===== config.mk =====
export PLATFORM = sky130hd
export DESIGN_NAME = uart_rx
export DESIGN_NICKNAME = d
export VERILOG_FILES = /design/src/rtl/uart_pkg.sv /design/src/rtl/uart_baud_tick.sv /design/src/rtl/uart_rx.sv
export SDC_FILE = /design/constraint.sdc
export NUM_CORES = 1
export LEC_CHECK = 0
export BUFFER_PORTS_ARGS = -buffer_cell sky130_fd_sc_hd__buf_2
export CORE_UTILIZATION = 58
export DETAILED_ROUTE_END_ITERATION = 8
export GPL_TIMING_DRIVEN = 0
export PLACE_DENSITY = 0.84
export SYNTH_ARGS = -nofsm -noshare
export SYNTH_HDL_FRONTEND = slang
export SYNTH_SLANG_ARGS = --single-unit

===== constraint.sdc =====
create_clock -name clk -period 2.7 [get_ports clk]
set_clock_uncertainty 0.1 [all_clocks]
set_input_delay 0.27 -clock clk [delete_from_list [all_inputs] [get_ports clk]]
set_output_delay 0.27 -clock clk [all_outputs]
set_load 0.05 [all_outputs]

===== src/rtl/uart_pkg.sv =====
// Shared UART definitions: receiver/transmitter FSM states and frame geometry.
package uart_pkg;

  localparam int OVERSAMPLE = 16;
  localparam int DATA_BITS  = 8;

  typedef enum logic [1:0] {
    IDLE,
    START,
    DATA,
    STOP
  } uart_state_t;

endpackage


===== src/rtl/uart_baud_tick.sv =====
// Oversampling tick generator: one-cycle tick every DIV clocks, restartable so
// the tick phase can be aligned to an incoming start edge.
module uart_baud_tick #(
  parameter int DIV = 65
) (
  input  logic clk,
  input  logic resetn,
  input  logic restart,
  output logic tick
);

  localparam int CW = (DIV > 1) ? $clog2(DIV) : 1;

  logic [CW-1:0] cnt;

  always_ff @(posedge clk or negedge resetn) begin
    if (!resetn) begin
      cnt <= '0;
    end else if (restart || cnt == CW'(DIV - 1)) begin
      cnt <= '0;
    end else begin
      cnt <= cnt + CW'(1);
    end
  end

  assign tick = (cnt == CW'(DIV - 1)) && !restart;

endmodule


===== src/rtl/uart_rx.sv =====
// 8N1 UART receiver with 16x oversampling, presenting each byte on an
// AXI-Stream master port with single-cycle frame_err / overrun pulses.
module uart_rx
  import uart_pkg::*;
#(
  parameter int CLK_FREQ = 10_000_000,
  parameter int BAUD     = 9600
) (
  input  logic       clk,
  input  logic       resetn,
  input  logic       rxd,
  output logic [7:0] m_tdata,
  output logic       m_tvalid,
  input  logic       m_tready,
  output logic       frame_err,
  output logic       overrun
);

  localparam int TICK_DIV = CLK_FREQ / (OVERSAMPLE * BAUD);
  localparam int BW       = $clog2(DATA_BITS);

  generate
    if (TICK_DIV < 1) begin : g_div_check
      $error("uart_rx: CLK_FREQ/(16*BAUD) must be at least 1");
    end
  endgenerate

  logic                 rxd_meta;
  logic                 rxd_sync;
  logic [1:0]           settle;
  logic                 armed;
  logic                 tick;
  logic                 restart;
  uart_state_t          state;
  logic [3:0]           ticks;
  logic [BW-1:0]        bit_cnt;
  logic [DATA_BITS-1:0] shift;

  // settle keeps the line from arming until the synchronizer holds post-reset
  // samples, so a line that is low at release never looks like a start edge.
  always_ff @(posedge clk or negedge resetn) begin
    if (!resetn) begin
      rxd_meta <= 1'b1;
      rxd_sync <= 1'b1;
      settle   <= 2'b00;
    end else begin
      rxd_meta <= rxd;
      rxd_sync <= rxd_meta;
      settle   <= {settle[0], 1'b1};
    end
  end

  assign restart = (state == IDLE) && armed && !rxd_sync;

  uart_baud_tick #(
    .DIV(TICK_DIV)
  ) u_tick (
    .clk    (clk),
    .resetn (resetn),
    .restart(restart),
    .tick   (tick)
  );

  always_ff @(posedge clk or negedge resetn) begin
    if (!resetn) begin
      state     <= IDLE;
      ticks     <= '0;
      bit_cnt   <= '0;
      shift     <= '0;
      armed     <= 1'b0;
      m_tdata   <= '0;
      m_tvalid  <= 1'b0;
      frame_err <= 1'b0;
      overrun   <= 1'b0;
    end else begin
      frame_err <= 1'b0;
      overrun   <= 1'b0;
      if (m_tvalid && m_tready) begin
        m_tvalid <= 1'b0;
      end

      case (state)
        IDLE: begin
          if (settle[1] && rxd_sync) begin
            armed <= 1'b1;
          end
          if (restart) begin
            state   <= START;
            ticks   <= '0;
            bit_cnt <= '0;
          end
        end

        START: begin
          if (tick) begin
            if (ticks == 4'(OVERSAMPLE / 2 - 1)) begin
              ticks <= '0;
              state <= rxd_sync ? IDLE : DATA;
            end else begin
              ticks <= ticks + 4'd1;
            end
          end
        end

        DATA: begin
          if (tick) begin
            if (ticks == 4'(OVERSAMPLE - 1)) begin
              ticks   <= '0;
              shift   <= {rxd_sync, shift[DATA_BITS-1:1]};
              bit_cnt <= bit_cnt + BW'(1);
              if (bit_cnt == BW'(DATA_BITS - 1)) begin
                state <= STOP;
              end
            end else begin
              ticks <= ticks + 4'd1;
            end
          end
        end

        STOP: begin
          if (tick) begin
            if (ticks == 4'(OVERSAMPLE - 1)) begin
              ticks <= '0;
              state <= IDLE;
              if (!rxd_sync) begin
                frame_err <= 1'b1;
                armed     <= 1'b0;
              end else if (!m_tvalid || m_tready) begin
                m_tdata  <= shift;
                m_tvalid <= 1'b1;
              end else begin
                overrun <= 1'b1;
              end
            end else begin
              ticks <= ticks + 4'd1;
            end
          end
        end

        default: state <= IDLE;
      endcase
    end
  end

endmodule


==> out/summary.txt, run 1 <==
STATUS
--------------------------------------------------------------------------------------
Result of the run                                                         complete, but fails checks
Violated checks                                                                    DRC

CELLS AND AREA
--------------------------------------------------------------------------------------
Leading cell types in the layout, fill and taps excluded                  38 x dfrtp_1, 16 x mux2_2, 15 x buf_2
Area added between synthesis and finish                                          11.8%
Number of antenna cells inserted                                                     0
Post-route cell area                                                          1970 µm²
Post-layout net count                                                              181
Fillers                                                                            205
Fraction of final layout cells sized beyond drive strength 1                     0.266
Most common library cell in the layout ignoring fill and taps                  dfrtp_1
Util after Layout                                                                0.697
Post-route insts no fill                                                           204

FLOORPLANNING
--------------------------------------------------------------------------------------
Horizontal extent of the die                                                   57.2 µm
Floorplan die area                                                            3270 µm²
Starting density of the core                                                     0.624
Ports                                                                               15
Core region area                                                              2830 µm²
Placement Rows                                                                      19
Vertical die dimension                                                         57.2 µm

LOGIC SYNTHESIS
--------------------------------------------------------------------------------------
Post-Syn Nets                                                                      158
Largest area contributor in the synthesized netlist                            dfrtp_1
Most frequently used flop master after synthesis                               dfrtp_1
Number of flops mapped to enable cells by yosys                                      0
Netlist Area Pre-Place                                                        1760 µm²
Async S/R FF share, synth                                                         1.00
Number of flip-flops and latches in the synthesized netlist                         40
Synth warnings                                                                       0
Distinct cells, synth                                                               38
Cell types occupying the most area after synthesis                        dfrtp_1 54%, mux2_2 10%, ha_1 3.5%, dfstp_2 3.0%, nand2_1 3.0%
Share of synthesized area occupied by flip-flops and latches                     0.569
Synthesized area divided by synthesized cell count                            11.8 µm²
Synth Instances                                                                    149
Area share of the largest cell type after synthesis                              0.539

POWER AND IR DROP
--------------------------------------------------------------------------------------
Maximum vdd drop                                                                543 µV
Share of total power in sequential cells                                         0.544
Power density over the cells                                                649 nW/µm²
Gate power share                                                                 0.153
Net switching power of the design                                           0.000352 W
Static leakage                                                                0.977 nW
Cell-internal power                                                         0.000929 W
Part of the total power dissipated in the clock network                          0.303
Sw Share                                                                         0.275

WORST SETUP PATH
--------------------------------------------------------------------------------------
Crit-path cells                                                           or4_1 -> buf_2 -> or2_1 -> buf_6 -> nor3_4 -> mux2_2
Worst reg-to-reg setup slack                                                   0.20 ns
CP endpoint kind                                                                  flop
Cell with the biggest individual delay on the critical path                      or4_1
Highest cell delay on the worst timing path                                    0.51 ns
Kind of launch point of the worst setup path                                      flop
Worst setup path class                                                      reg -> reg
Cell family contributing the most delay on the critical path              simple AND/OR/NAND/NOR gates
Maximum fanout encountered on the critical timing path                               8
Data arrival time of the critical path                                         2.64 ns
Data required time at the worst endpoint                                       2.84 ns
Combined buffer and inverter count along the critical path                           2

GLOBAL ROUTE
--------------------------------------------------------------------------------------
Gr ovfl total                                                                        0
Maximum number of pins on one net before global-route repair                        41
Global-route usage over all layers                                               0.211
Global-route wire length before repair                                         5.17 mm
Number of global-route vias before repair                                         1200
Number of antenna violations at the first check in global routing                    0

PLACED DESIGN
--------------------------------------------------------------------------------------
Port bufs                                                                           14
Weighted congestion reported at the end of routability-driven placement          0.860
Number of placed instances with taps included                                      194
Area after detailed placement                                                 1870 µm²
Dpl hpwl                                                                       2.10 mm

STA
--------------------------------------------------------------------------------------
Final setup violation count                                                          0
Clock period minus worst slack                                                 2.50 ns
Final total negative setup slack                                                  0 ns
Slew at the pin closest to its max-slew limit                                 0.837 ns
Fin crit share                                                                   0.925
Final Hold Violating Endpoints                                                       0
Slew Viols, Final                                                                    0
Max-slew headroom at the worst pin                                               0.442
Highest attainable clock frequency                                             400 MHz
RSZ-0062 raised after global routing                                                no

CLOCK TREE
--------------------------------------------------------------------------------------
Deepest level of the CTS H-tree                                                      2
Number of buffers inserted during clock tree synthesis                               5
TritonCTS clock tree                                                              done
Clk pin slew, worst setup/hold paths                                           0.12 ns
CTS Buffer Depth                                                                     2
Worst-Skew Late Latency                                                        0.35 ns
Number of clock sinks                                                               40
CTS Root Cell                                                                 clkbuf_4

ROUTE
--------------------------------------------------------------------------------------
DRC violation count after routing                                                    2
Final Routed Wirelength                                                        2.99 mm
First-iteration detailed-routing DRC count                                          36
Total via count in the routed design                                              1193
Wirelength per Cell                                                            14.6 µm
1st-pass router iterations                                                           6
Residual antenna-violating net count after detailed routing                          0
Vias per cell                                                                     5.85

JOB
--------------------------------------------------------------------------------------
Number of violations of the max-capacitance limit                                    0

WORST HOLD PATH
--------------------------------------------------------------------------------------
Hold WC Path Type                                                            in -> reg

cell families (layout without fill, tap and decap cells):
group                    Yosys count  after routing  share of synthesized area
adder cells (fa/ha/maj)            5              5                     0.0355
other                              1              1                    0.00213
AO/OA/AOI/OAI                     23             23                     0.0865
multiplexers                      17             17                      0.108
AND/OR/NAND/NOR                   48             48                      0.145
buffers and inverters              9             33                     0.0241
XOR/XNOR                           6              6                     0.0298
flip-flops                        40             40                      0.569
sequential cells by signal, summed over array words and instances, names as in the netlist, 2 cells and up, named ones only:
register    flops
m_tdata         8
shift           8
u_tick.cnt      7
ticks           4
bit_cnt         3
settle          2
final timing paths:
| kind | start | depth (start not counted) | to |
|---|---|---|---|
| min reg2reg | rxd_meta | 0 | rxd_sync |
| max | u_tick.cnt[3] | 6 | m_tdata[5] |
| min in group asynchronous | resetn | 2 | ticks[0] |
| max reg2reg | u_tick.cnt[3] | 6 | m_tdata[5] |
| min | m_tready | 3 | overrun |
| max in group asynchronous | resetn | 2 | m_tdata[2] |
power by group through the flow:
| stage | combinational (W) | clock (W) | sequential (W) |
|---|---|---|---|
| finish | 0.000197 | 0.000388 | 0.000697 |
| global route | 0.000224 | 0.000427 | 0.000701 |
| CTS | 0.000200 | 0.000398 | 0.000695 |
| detailed placement | 0.000196 | 0 | 0.000706 |
| global placement | 0.000183 | 0 | 0.000701 |
| floorplan | 0.000151 | 0 | 0.000694 |
synthesized netlist by cell type (all sizes together), types with 2 or more instances:
master / instances
a31oi: 4
a22oi: 2
nand4: 2
dfstp: 2
a21o: 2
nand2: 14
nor2b: 2
or2: 2
nand3: 5
o21ai: 7
and3: 3
nand2b: 2
nor3: 3
ha: 5
xor2: 3
xnor2: 3
mux2: 16
buf: 2
clkbuf: 3
dfrtp: 38
nor2: 12
inv: 4
cell type report:
class	instances	area [µm²]	share of cell area
Sequential cell	40	1000	0.509
Timing Repair Buffer	16	90.1	0.0457
Tap cell	31	38.8	0.0197
Buffer	5	27.5	0.0140
Clock buffer	5	37.5	0.0190
Clock inverter	3	42.5	0.0216
Inverter	4	15.0	0.00761
Multi-Input combinational cell	100	718	0.364
metrics by stage:
stage	worst slack [ns]	hold slack [ns]	power, W
finish	0.202	0.150	0.00128
global route	0.105	0.157	0.00135
CTS	0.202	0.147	0.00129
detailed placement	0.224	0.248	0.000902
global placement	0.274	0.232	0.000884
floorplan	0.411	-0.126	0.000845
per-layer routing:
layer  routed length [µm]  GRT usage  share of wire  vias up
met5                    0          0              0        -
met4                   22     0.0697         0.0074        0
met3                  131     0.0771          0.044        2
met2                 1500      0.346           0.50       24
met1                 1340      0.261           0.45      596
li1                     -          -              -      571
timing repair:
item                                   4_1_cts  5_1_grt
gates resized for setup                      0        0
endpoints found under the hold margin       39        0
hold buffers                                 2        0
setup buffers                                0        0
tightest hold or removal path: stages:
cell and delay [ns]:
buf_2 0.08, nand2b_1 0.15, nor2_1 0.07
Power figures use the tool's default switching activity.
==> run 2, diff against run 1 <==
Settings changed: CORE_ASPECT_RATIO set to 1.5.
==> run 2 against run 1 <==
The flow finishes with violations (hold timing). Die area up 0.14%. Register-to-register slack better by 0.02 ns. Clock-buffer cell count unchanged. First-iteration DRC count down 17%. Maximum frequency up 0.69%. Sequential power about the same. Clock power up 2%. Design area up 0.63%. Setup slack better by 0.017 ns. Via count down 1.8%. Highest routed layer unchanged.
==> out/summary.txt, run 2 (synthesized netlist as in run 1, its figures left out) <==
WORST SETUP PATH
--------------------------------------------------------------------------------------
Crit-path cells                                                           or4_1 -> buf_2 -> or2_1 -> buf_6 -> nor3_4 -> mux2_2   unchanged
Highest cell delay on the worst timing path                                    0.52 ns   was 0.51 ns
Data arrival time of the critical path                                         2.57 ns   was 2.64 ns
Kind of launch point of the worst setup path                                      flop   unchanged
Cell family contributing the most delay on the critical path              simple AND/OR/NAND/NOR gates   unchanged
Data required time at the worst endpoint                                       2.79 ns   was 2.84 ns
Worst setup path class                                                      reg -> reg   unchanged
Cell with the biggest individual delay on the critical path                      or4_1   unchanged
CP endpoint kind                                                                  flop   unchanged
Combined buffer and inverter count along the critical path                           2   unchanged
Maximum fanout encountered on the critical timing path                               8   unchanged

GLOBAL ROUTE
--------------------------------------------------------------------------------------
Global-route usage over all layers                                               0.227   was 0.211
Global-route wire length before repair                                         5.28 mm   was 5.17 mm
Number of antenna violations at the first check in global routing                    0   unchanged
Gr ovfl total                                                                        0   unchanged
Maximum number of pins on one net before global-route repair                        41   unchanged
Number of global-route vias before repair                                         1191   was 1200

STA
--------------------------------------------------------------------------------------
Fin crit share                                                                   0.919   was 0.925
Highest attainable clock frequency                                             403 MHz   was 400 MHz
Final-layout worst hold slack                                               -0.0211 ns   was 0.150 ns
RSZ-0062 raised after global routing                                                no   unchanged
Slew Viols, Final                                                                    0   unchanged
Clock period minus worst slack                                                 2.48 ns   was 2.50 ns
Final setup violation count                                                          0   unchanged
Final total negative setup slack                                                  0 ns   unchanged
Max-slew headroom at the worst pin                                               0.435   was 0.442
Slew at the pin closest to its max-slew limit                                 0.848 ns   was 0.837 ns
Final Hold Violating Endpoints                                                      38   was 0

FLOORPLANNING
--------------------------------------------------------------------------------------
Starting density of the core                                                     0.606   was 0.624
Vertical die dimension                                                         69.5 µm   was 57.2 µm
Horizontal extent of the die                                                   47.0 µm   was 57.2 µm
Floorplan die area                                                            3270 µm²   about the same
Ports                                                                               15   unchanged
Placement Rows                                                                      24   was 19
Core region area                                                              2910 µm²   was 2830 µm²

ROUTE
--------------------------------------------------------------------------------------
Final Routed Wirelength                                                        3.11 mm   was 2.99 mm
Total via count in the routed design                                              1171   was 1193
Vias per cell                                                                     5.55   was 5.85
First-iteration detailed-routing DRC count                                          30   was 36
Residual antenna-violating net count after detailed routing                          0   unchanged
DRC violation count after routing                                                    0   was 2
Wirelength per Cell                                                            14.8 µm   was 14.6 µm
1st-pass router iterations                                                           4   was 6

CLOCK TREE
--------------------------------------------------------------------------------------
CTS Buffer Depth                                                                     2   unchanged
Number of clock sinks                                                               40   unchanged
Deepest level of the CTS H-tree                                                      2   unchanged
CTS Root Cell                                                                 clkbuf_8   was clkbuf_4
TritonCTS clock tree                                                              done   unchanged
Number of buffers inserted during clock tree synthesis                               5   unchanged
Post-CTS repair timing setup buffer count                                            0   unchanged
Clk pin slew, worst setup/hold paths                                           0.08 ns   was 0.12 ns
Worst-Skew Late Latency                                                        0.29 ns   was 0.35 ns

STATUS
--------------------------------------------------------------------------------------
Violated checks                                                            hold timing   was DRC
Result of the run                                                         complete, but fails checks   unchanged

PLACED DESIGN
--------------------------------------------------------------------------------------
Port bufs                                                                           14   unchanged
Area after detailed placement                                                 1880 µm²   was 1870 µm²
Weighted congestion reported at the end of routability-driven placement          0.826   was 0.860
Dpl hpwl                                                                       2.16 mm   was 2.10 mm

CELLS AND AREA
--------------------------------------------------------------------------------------
Number of antenna cells inserted                                                     0   unchanged
Util after Layout                                                                0.682   was 0.697
Fillers                                                                            245   was 205
Regs by FF count                                                          m_tdata x8, shift x8, u_tick.cnt x7   unchanged
Most common library cell in the layout ignoring fill and taps                  dfrtp_1   unchanged
Fraction of final layout cells sized beyond drive strength 1                     0.267   was 0.266
Post-route cell area                                                          1990 µm²   was 1970 µm²
Post-layout net count                                                              180   was 181
Area added between synthesis and finish                                          12.6%   was 11.8%
Leading cell types in the layout, fill and taps excluded                  38 x dfrtp_1, 16 x mux2_2, 15 x buf_2   unchanged

POWER AND IR DROP
--------------------------------------------------------------------------------------
Overall Power                                                                0.00129 W   was 0.00128 W
Maximum vdd drop                                                                505 µV   was 543 µV
Power density over the cells                                                649 nW/µm²   about the same
Static leakage                                                                0.972 nW   was 0.977 nW

WORST HOLD PATH
--------------------------------------------------------------------------------------
Hold WC Path Type                                                          in -> async   was in -> reg

JOB
--------------------------------------------------------------------------------------
Number of violations of the max-capacitance limit                                    0   unchanged

==> run 2: changes by cell type in the layout (fill, tap and decap cells not counted) <==
cell and delta:
clkbuf_8 +5, clkinv_2 -1, dlygate4sd3_1 -1, clkinv_4 +1, bufinv_16 -1, clkinvlp_4 +1, clkbuf_4 -5
==> run 2: cell type report <==
cell class / instances / area, µm² / area share
sequential: 40 / 1000 / 0.505
multi-input combinational: 100 / 718 / 0.362
timing repair buffer: 15 / 80.1 / 0.0403
clock buffer: 5 / 68.8 / 0.0347
tap: 39 / 48.8 / 0.0246
buffer: 5 / 27.5 / 0.0139
clock inverter: 3 / 23.8 / 0.0120
inverter: 4 / 15.0 / 0.00756
==> run 2: repair_timing <==
item	CTS	global route
hold buffers	1	0
gates resized for setup	0	0
hold endpoints to repair	1	0
==> run 2: per-stage QoR <==
step,cells,hold WS (ns),setup WS [ns]
3_5_place_dp,202,0.237,0.220
3_3_place_gp,202,0.233,0.247
5_1_grt,211,0.0619,0.110
2_1_floorplan,149,-0.126,0.411
6_report,211,-0.0211,0.220
4_1_cts,211,0.00674,0.210
==> run 2: path summary, 6_finish.rpt <==
path / start / end / slack [ns] / cells past startpoint
max: u_tick.cnt[3] / m_tdata[7] / 0.22 / 6
max in group asynchronous: resetn / m_tvalid / 1.99 / 1
min in group clk: m_tready / m_tvalid / 0.17 / 3
max reg2reg: u_tick.cnt[3] / m_tdata[7] / 0.22 / 6
min reg2reg: settle[0] / settle[1] / 0.25 / 0
min: resetn / shift[7] / -0.02 / 1
==> run 2: metal layers <==
| layer | vias up | routed length, µm | part of all wire | global-route usage |
|---|---|---|---|---|
| met5 | - | 0 | 0 | 0 |
| met4 | 0 | 81 | 0.026 | 0.102 |
| met3 | 8 | 92 | 0.030 | 0.0547 |
| met2 | 21 | 1610 | 0.52 | 0.346 |
| met1 | 576 | 1330 | 0.43 | 0.302 |
| li1 | 566 | - | - | - |
==> run 2: report_power, final <==
group | switching [W] | leakage, nW | internal [W]
logic | 0.000114 | 0.403 | 0.0000860
registers | 0.0000442 | 0.528 | 0.000650
clock network | 0.000212 | 0.0404 | 0.000183
total | 0.000371 | 0.972 | 0.000918
